## src/rtl/ofm_packetizer.sv

```systemverilog
// Packs channel-parallel pooled pixels into NoC packets: one head flit carrying
// tile and feature-map coordinates, then one flit per channel with the last as tail.
module ofm_packetizer #(
  parameter int         XW       = 4,
  parameter int         QW       = 32,
  parameter logic [3:0] x        = 4'd0,
  parameter logic [3:0] y        = 4'd0,
  parameter logic [3:0] dst_x    = 4'd0,
  parameter logic [3:0] dst_y    = 4'd0,
  parameter int         ofsize_x = 1,
  parameter int         ofsize_y = 1
) (
  input  logic                   clk,
  input  logic                   rstn,
  input  logic [XW-1:0][QW-1:0]  data_i,
  input  logic                   valid_i,
  output logic                   ready_o,
  output logic [QW+1:0]          flit_o,
  output logic                   valid_o,
  input  logic                   ready_i,
  output logic                   frame_done_o
);

  localparam int             CW      = (XW > 1) ? $clog2(XW) : 1;
  localparam logic [CW-1:0]  LAST_CH = CW'(XW - 1);
  localparam logic [7:0]     LAST_X  = 8'(ofsize_x - 1);
  localparam logic [7:0]     LAST_Y  = 8'(ofsize_y - 1);

  typedef enum logic [1:0] {IDLE, HEAD, BODY} state_t;

  state_t                 state, state_nxt;
  logic [CW-1:0]          chan, chan_nxt;
  logic [XW-1:0][QW-1:0]  hold;
  logic [7:0]             pix_x, pix_y, hdr_x, hdr_y;
  logic                   frame_done;
  logic                   last_ch, tail_hs, accept;
  logic [QW-1:0]          head_pl;

  assign last_ch      = (chan == LAST_CH);
  assign tail_hs      = (state == BODY) & last_ch & ready_i;
  assign ready_o      = rstn & ((state == IDLE) | tail_hs);
  assign accept       = valid_i & ready_o;
  assign frame_done_o = frame_done;

  always_comb begin
    head_pl        = '0;
    head_pl[31:0]  = {hdr_y, hdr_x, y, x, dst_y, dst_x};
  end

  always_comb begin
    state_nxt = state;
    chan_nxt  = chan;
    valid_o   = 1'b0;
    flit_o    = '0;
    case (state)
      IDLE: begin
        if (valid_i) state_nxt = HEAD;
      end
      HEAD: begin
        valid_o = 1'b1;
        flit_o  = {2'b01, head_pl};
        if (ready_i) begin
          state_nxt = BODY;
          chan_nxt  = '0;
        end
      end
      BODY: begin
        valid_o = 1'b1;
        flit_o  = {last_ch ? 2'b11 : 2'b10, hold[chan]};
        if (ready_i) begin
          if (!last_ch) chan_nxt  = chan + 1'b1;
          else          state_nxt = valid_i ? HEAD : IDLE;
        end
      end
      default: state_nxt = IDLE;
    endcase
  end

  // Capture stage: pixel and its coordinates are latched together on acceptance
  always_ff @(posedge clk or negedge rstn) begin
    if (!rstn) begin
      state      <= IDLE;
      chan       <= '0;
      pix_x      <= '0;
      pix_y      <= '0;
      hdr_x      <= '0;
      hdr_y      <= '0;
      hold       <= '0;
      frame_done <= 1'b0;
    end else begin
      state      <= state_nxt;
      chan       <= chan_nxt;
      frame_done <= tail_hs & (hdr_x == LAST_X) & (hdr_y == LAST_Y);
      if (accept) begin
        hold  <= data_i;
        hdr_x <= pix_x;
        hdr_y <= pix_y;
        if (pix_x == LAST_X) begin
          pix_x <= '0;
          pix_y <= (pix_y == LAST_Y) ? 8'd0 : pix_y + 8'd1;
        end else begin
          pix_x <= pix_x + 8'd1;
        end
      end
    end
  end

endmodule

```

## config.mk

```make
export PLATFORM = sky130hd
export DESIGN_NAME = ofm_packetizer
export DESIGN_NICKNAME = d
export VERILOG_FILES = /design/src/rtl/ofm_packetizer.sv
export SDC_FILE = /design/constraint.sdc
export NUM_CORES = 1
export LEC_CHECK = 0
export BUFFER_PORTS_ARGS = -buffer_cell sky130_fd_sc_hd__buf_2
export CAP_MARGIN = 10
export CORE_MARGIN = 3
export CORE_UTILIZATION = 55
export DETAILED_ROUTE_END_ITERATION = 8
export GPL_ROUTABILITY_DRIVEN = 0
export PLACE_DENSITY = 0.82
export RECOVER_POWER = 50
export SLEW_MARGIN = 30
export SYNTH_ARGS = -nofsm -noshare
export SYNTH_HDL_FRONTEND = slang
export SYNTH_SLANG_ARGS = --single-unit
```

## constraint.sdc

```tcl
create_clock -name clk -period 4.1 [get_ports clk]
set_input_delay 0.82 -clock clk [delete_from_list [all_inputs] [get_ports clk]]
set_output_delay 0.82 -clock clk [all_outputs]
set_load 0.01 [all_outputs]
```

==> results of run 1 <==
## sequential cells by signal, indices dropped and copies added, names as in the netlist
signal / cells
pix_x: 8
state: 2
hdr_y: 8
pix_y: 8
hold: 128
frame_done_o: 1
hdr_x: 8
chan: 2
## final cells by class
cell class	instances	area, um2
fillers	1089	4310
clock inverters	9	70.1
clock buffers	23	468
flip-flops and latches	165	4130
diodes	1	2.50
multi-input cells	592	3230
repair buffers	178	937
inverters	8	30.0
well taps	176	220
## worst max-delay path, delay by kind of cell, from the launching register on
family | cells | cell delay (ns)
flops | 1 | 0.41
simple gates | 1 | 0.60
compound gates | 1 | 0.22
fa+ha+maj | 1 | 0.37
buf+inv | 3 | 0.59
## cell families (layout without fill, tap and decap cells)
group	after synthesis	after routing	share of synthesized area (%)
AO/OA/AOI/OAI	41	41	3.74
AND/OR/NAND/NOR	499	499	26.3
XOR/XNOR	8	8	0.919
buffers and inverters	57	218	3.45
flip-flops	165	165	54.2
adder cells (fa/ha/maj)	9	9	1.48
multiplexers	35	35	9.90
other	0	1	0
## final timing paths
check,end,slack [ns],cells after the start
max,flit_o[18],0.67,6
max reg2reg,pix_x[2],0.83,6
min reg2reg,hold[79],0.47,2
min in group clk,hold[79],0.47,2
max in group asynchronous,chan[0],1.28,2
min,hold[91],0.31,1
## cell usage in the layout (no fill, tap or decap), types with 9 or more instances in the layout
cell type  instances
nand2_1          435
o21ai_0           15
and2_1            19
mux4_2            32
clkbuf_16         17
buf_2            164
dfrtp_1          164
a22o_1            18
nand3_1           12
nor2_1             9
ha_1               9
## report_power, final
group | internal (mW) | total (mW) | switching, mW
sequential | 2.28 | 2.75 | 0.476
clock | 0.812 | 1.45 | 0.641
combinational | 0.916 | 1.96 | 1.04
## through the flow
| step | std cells | hold slack [ns] | util [%] |
|---|---|---|---|
| floorplan | 814 | 0.440 | - |
| global placement | 1118 | 0.452 | 63.8 |
| detailed placement | 1119 | 0.459 | 64.0 |
| CTS | 1151 | 0.310 | 68.0 |
| global route | 1151 | 0.311 | 67.8 |
| finish | 1152 | 0.309 | 67.8 |
## layer usage
| metal | vias to the layer above | track usage, % |
|---|---|---|
| met5 | - | 0 |
| met4 | 2 | 7.40 |
| met3 | 23 | 7.67 |
| met2 | 226 | 39.2 |
| met1 | 3047 | 36.8 |
| li1 | 2934 | - |
==> reports/results.tsv, run 1 <==
metric	value	unit
status	finished, violations left	
failing checks	max-capacitance violations, max-slew violations	
Crit Reg-Reg Startpoint	chan[0]	
crit path max fanout	17	
Post-DP HPWL	13000	um
CTS tree	yes	
grt ovf	0	
top cells by area, synth	dfrtp_1, nand2_1, mux4_2, buf_2, a22o_1	
cts-stage hold buffer count	0	
Pwr Total	6.16	mW
post-layout minimum cycle time	3.43	ns
Area growth syn-to-layout	19.2	%
pre-CTS WS	1.08	ns
top routing layer in use	met5	
max_slew headroom	-39.0	%
drt first pass iters	5	
Worst path slowest cell	and2_1	
sequential cell area fraction in the yosys report	54.2	%
TritonCTS buffer count	17	
Cell Area, Synth	0.00762	mm2
max incr delay on CP	0.60	ns
Synth top cells by count	nand2_1, dfrtp_1, buf_2, mux4_2	
starting density of the core	56.9	%
Worst Setup Start Kind	flop	
crit path DAT	2.61	ns
routed len/inst	16.6	um
vias in the first global route	6064	
LEAKAGE	4.88	nW
worst path cell trace	inv_1 -> ha_1 -> and2_1 -> buf_4 -> a22o_1 -> buf_2	
critical path type	reg2out	
mean post-synth cell area	9.36	um2
Slew Limit Fails	129	
met2 WL post-DR	9300	um
WL final	19100	um
die height	124	um
total negative slack	0	ns
final net count	1103	
DIE AREA	0.0153	mm2
Total Routing Usage GR	25.9	%
core area	0.0134	mm2
max cap viols	2	
Ports	169	
wl on met1	8150	um
Synth Instances	814	
RSZ-0062 raised after global routing	no	
yosys warns	0	
worst min path class	in2async	
clock skew	0.0138	ns
crit path launch	state[0]	
fmax	0.292	GHz
clk slew on worst S/H paths	0.06	ns
largest net degree at the start of global routing	89	
postcts setup bufs	0	
width of the die	124	um
cell area after placement	0.00857	mm2
Yosys top cell area share	54.2	%
Slew @ Worst Pin	2.08	ns
Top FF cell, synth	dfrtp_1	
Critical Path Sink Type	output port	
Post-CTS Resized	0	
#FFs+latches synth	165	
clock latency at the later pin of the worst-skew pair	0.42	ns
H-tree Lvls	4	
post-route cell area	0.00909	mm2
drt initial violations	544	
met3 wire len	1360	um
WP data required	3.28	ns
via count	6232	
clock sink total	165	
Yosys top cell by area	dfrtp_1	
proportion of layout cells with a drive suffix above 1	24.5	%
most common cell in the netlist	nand2_1	
first-pass GRT wire length	30100	um
# DRC	0	
initial antenna violation count	1	
Via density	5.41	
syn nets	955	
Peak VDD IR	0.375	mV
root cell of the clock tree	clkbuf_16	
PortBufs	168	
Setup violations, final	0	
share of synthesized flip-flops with an asynchronous set or reset	100	%
num rows	42	
Synth cell types	29	
EDFF count, synth	0	
final hold violation count	0	
final worst-path setup slack	0.671	ns
clk buf depth	2	
Pwr per Cell Area	678	mW/mm2
antenna-violating nets left	0	
Final Cycle Share	83.6	%
Power figures use the tool's default switching activity.
==> run 2: changes to the inputs <==
--- a/config.mk
+++ b/config.mk
@@ -8,10 +8,10 @@
 export BUFFER_PORTS_ARGS = -buffer_cell sky130_fd_sc_hd__buf_2
 export CAP_MARGIN = 10
 export CORE_MARGIN = 3
-export CORE_UTILIZATION = 55
+export CORE_UTILIZATION = 49
 export DETAILED_ROUTE_END_ITERATION = 8
 export GPL_ROUTABILITY_DRIVEN = 0
-export PLACE_DENSITY = 0.82
+export PLACE_DENSITY = 0.77
 export RECOVER_POWER = 50
 export SLEW_MARGIN = 30
 export SYNTH_ARGS = -nofsm -noshare
==> constraint.sdc (replaced) <==
create_clock -name clk -period 3.06 [get_ports clk]
set_input_delay 0.612 -clock clk [delete_from_list [all_inputs] [get_ports clk]]
set_output_delay 0.612 -clock clk [all_outputs]
set_load 0.01 [all_outputs]
==> reports/results.tsv, run 2 (same netlist as run 1, synthesis figures left out) <==
metric	value	unit
Cell Count, Final, Fillers Out	1162	
largest net degree at the start of global routing	166	
ANT cells	0	
status	finished, final reports clean	
postcts setup bufs	0	
post-route cell area	0.00921	mm2
drt first pass iters	4	
cts-stage hold buffer count	0	
starting density of the core	51.3	%
grt ovf	0	
max FFs per register	128	
critical path type	reg2out	
Peak VDD IR	0.439	mV
Via density	5.26	
max incr delay on CP	0.61	ns
Total Routing Usage GR	23.1	%
Worst Setup Start Kind	flop	
Setup violations, final	0	
TritonCTS buffer count	17	
Slew @ Worst Pin	1.32	ns
initial antenna violation count	1	
antenna-violating nets left	0	
Largest Register	hold	
WP data required	2.45	ns
WL final	18600	um
area occupied by registers	0.00413	mm2
routed len/inst	16.0	um
Placed Cells	1129	
post-layout minimum cycle time	2.90	ns
clock sink total	165	
core area	0.0149	mm2
RSZ-0062 raised after global routing	no	
final net count	1106	
cell area after placement	0.00861	mm2
clk buf depth	2	
clock latency at the later pin of the worst-skew pair	0.42	ns
Area growth syn-to-layout	20.9	%
DIE AREA	0.0171	mm2
total negative slack	0	ns
Post-CTS Resized	0	
worst path cell trace	inv_1 -> ha_1 -> and2_1 -> a22o_1 -> buf_2	
most frequent cells in the layout	nand2_1, buf_2, dfrtp_1	
width of the die	131	um
via count	6110	
Slew Limit Fails	0	
Ports	169	
Worst path slowest cell	and2_1	
root cell of the clock tree	clkbuf_16	
CTS tree	yes	
worst min path class	in2reg	
num rows	44	
Reg2Reg Depth	6	
H-tree Lvls	4	
vias in the first global route	6115	
clk slew on worst S/H paths	0.06	ns
fill cell count	1271	
Post-DP HPWL	12800	um
final worst-path setup slack	0.158	ns
Pwr per Cell Area	927	mW/mm2
Pwr Total	8.54	mW
first-pass GRT wire length	30600	um
LEAKAGE	4.96	nW
fmax	0.345	GHz
crit path max fanout	16	
final hold violation count	0	
drt initial violations	477	
crit path DAT	2.29	ns
max_slew headroom	11.8	%
proportion of layout cells with a drive suffix above 1	25.3	%
clock skew	0.00538	ns
# DRC	0	
commonest non-fill, non-tap cell in the layout	nand2_1	
PortBufs	168	
Min-Delay Path Depth	3	
multi-input logic area	0.00324	mm2
Final Cycle Share	94.8	%
Critical Path Sink Type	output port	
pre-CTS WS	0.630	ns
die height	131	um
max cap viols	0	
-- run 2: cell count changes in the layout (fill, tap and decap cells not counted), sizes merged --
cell,change
buf,+5
bufinv,+3
clkinvlp,-3
inv,-2
diode,-1
-- run 2: worst paths after layout --
| kind | start | to | slack (ns) |
|---|---|---|---|
| max in group asynchronous | rstn | chan[0] | 0.71 |
| min in group asynchronous | rstn | hdr_y[7] | 0.70 |
| max reg2reg | chan[0] | hold[104] | 0.45 |
| min | data_i[110] | hold[110] | 0.38 |
| max | state[0] | flit_o[18] | 0.16 |
| min reg2reg | hold[39] | hold[39] | 0.47 |
-- run 2: metal layers --
layer  share of wire [%]  global-route usage [%]  vias up
met3                 6.1                    6.06       28
met2                  47                    34.3      170
li1                    -                       -     2942
met5               0.070                       0        -
met1                  45                    33.7     2968
met4                 1.4                    7.14        2
-- run 2: where the power goes --
part           total, mW  switching (mW)  internal [mW]
sequential          3.58           0.530           3.05
combinational       2.74            1.48           1.26
clock               2.22           0.824           1.39
-- run 2: worst max-delay path: cells and delay by family, from the launching register on --
kind                       cells  cell delay (ns)
and+or+nand+nor                1             0.61
AOI/OAI and AO/OA              1             0.31
DFF                            1             0.39
adders and majority gates      1             0.34
buffers and inverters          2             0.23
-- run 2: layout make-up --
| cell class | instances | area share, % |
|---|---|---|
| tap | 184 | 2.50 |
| multi-input combinational | 592 | 35.1 |
| inverter | 8 | 0.326 |
| clock inverter | 7 | 1.26 |
| sequential | 165 | 44.8 |
| timing repair buffer | 181 | 10.4 |
| clock buffer | 25 | 5.49 |
-- run 2: through the flow --
stage | utilization (%) | hold WS, ns
final | 62.0 | 0.377
after detailed placement | 57.9 | 0.457
after CTS | 62.1 | 0.363
after global routing | 62.0 | 0.361
after global placement | 57.9 | 0.452
after floorplan | - | 0.316
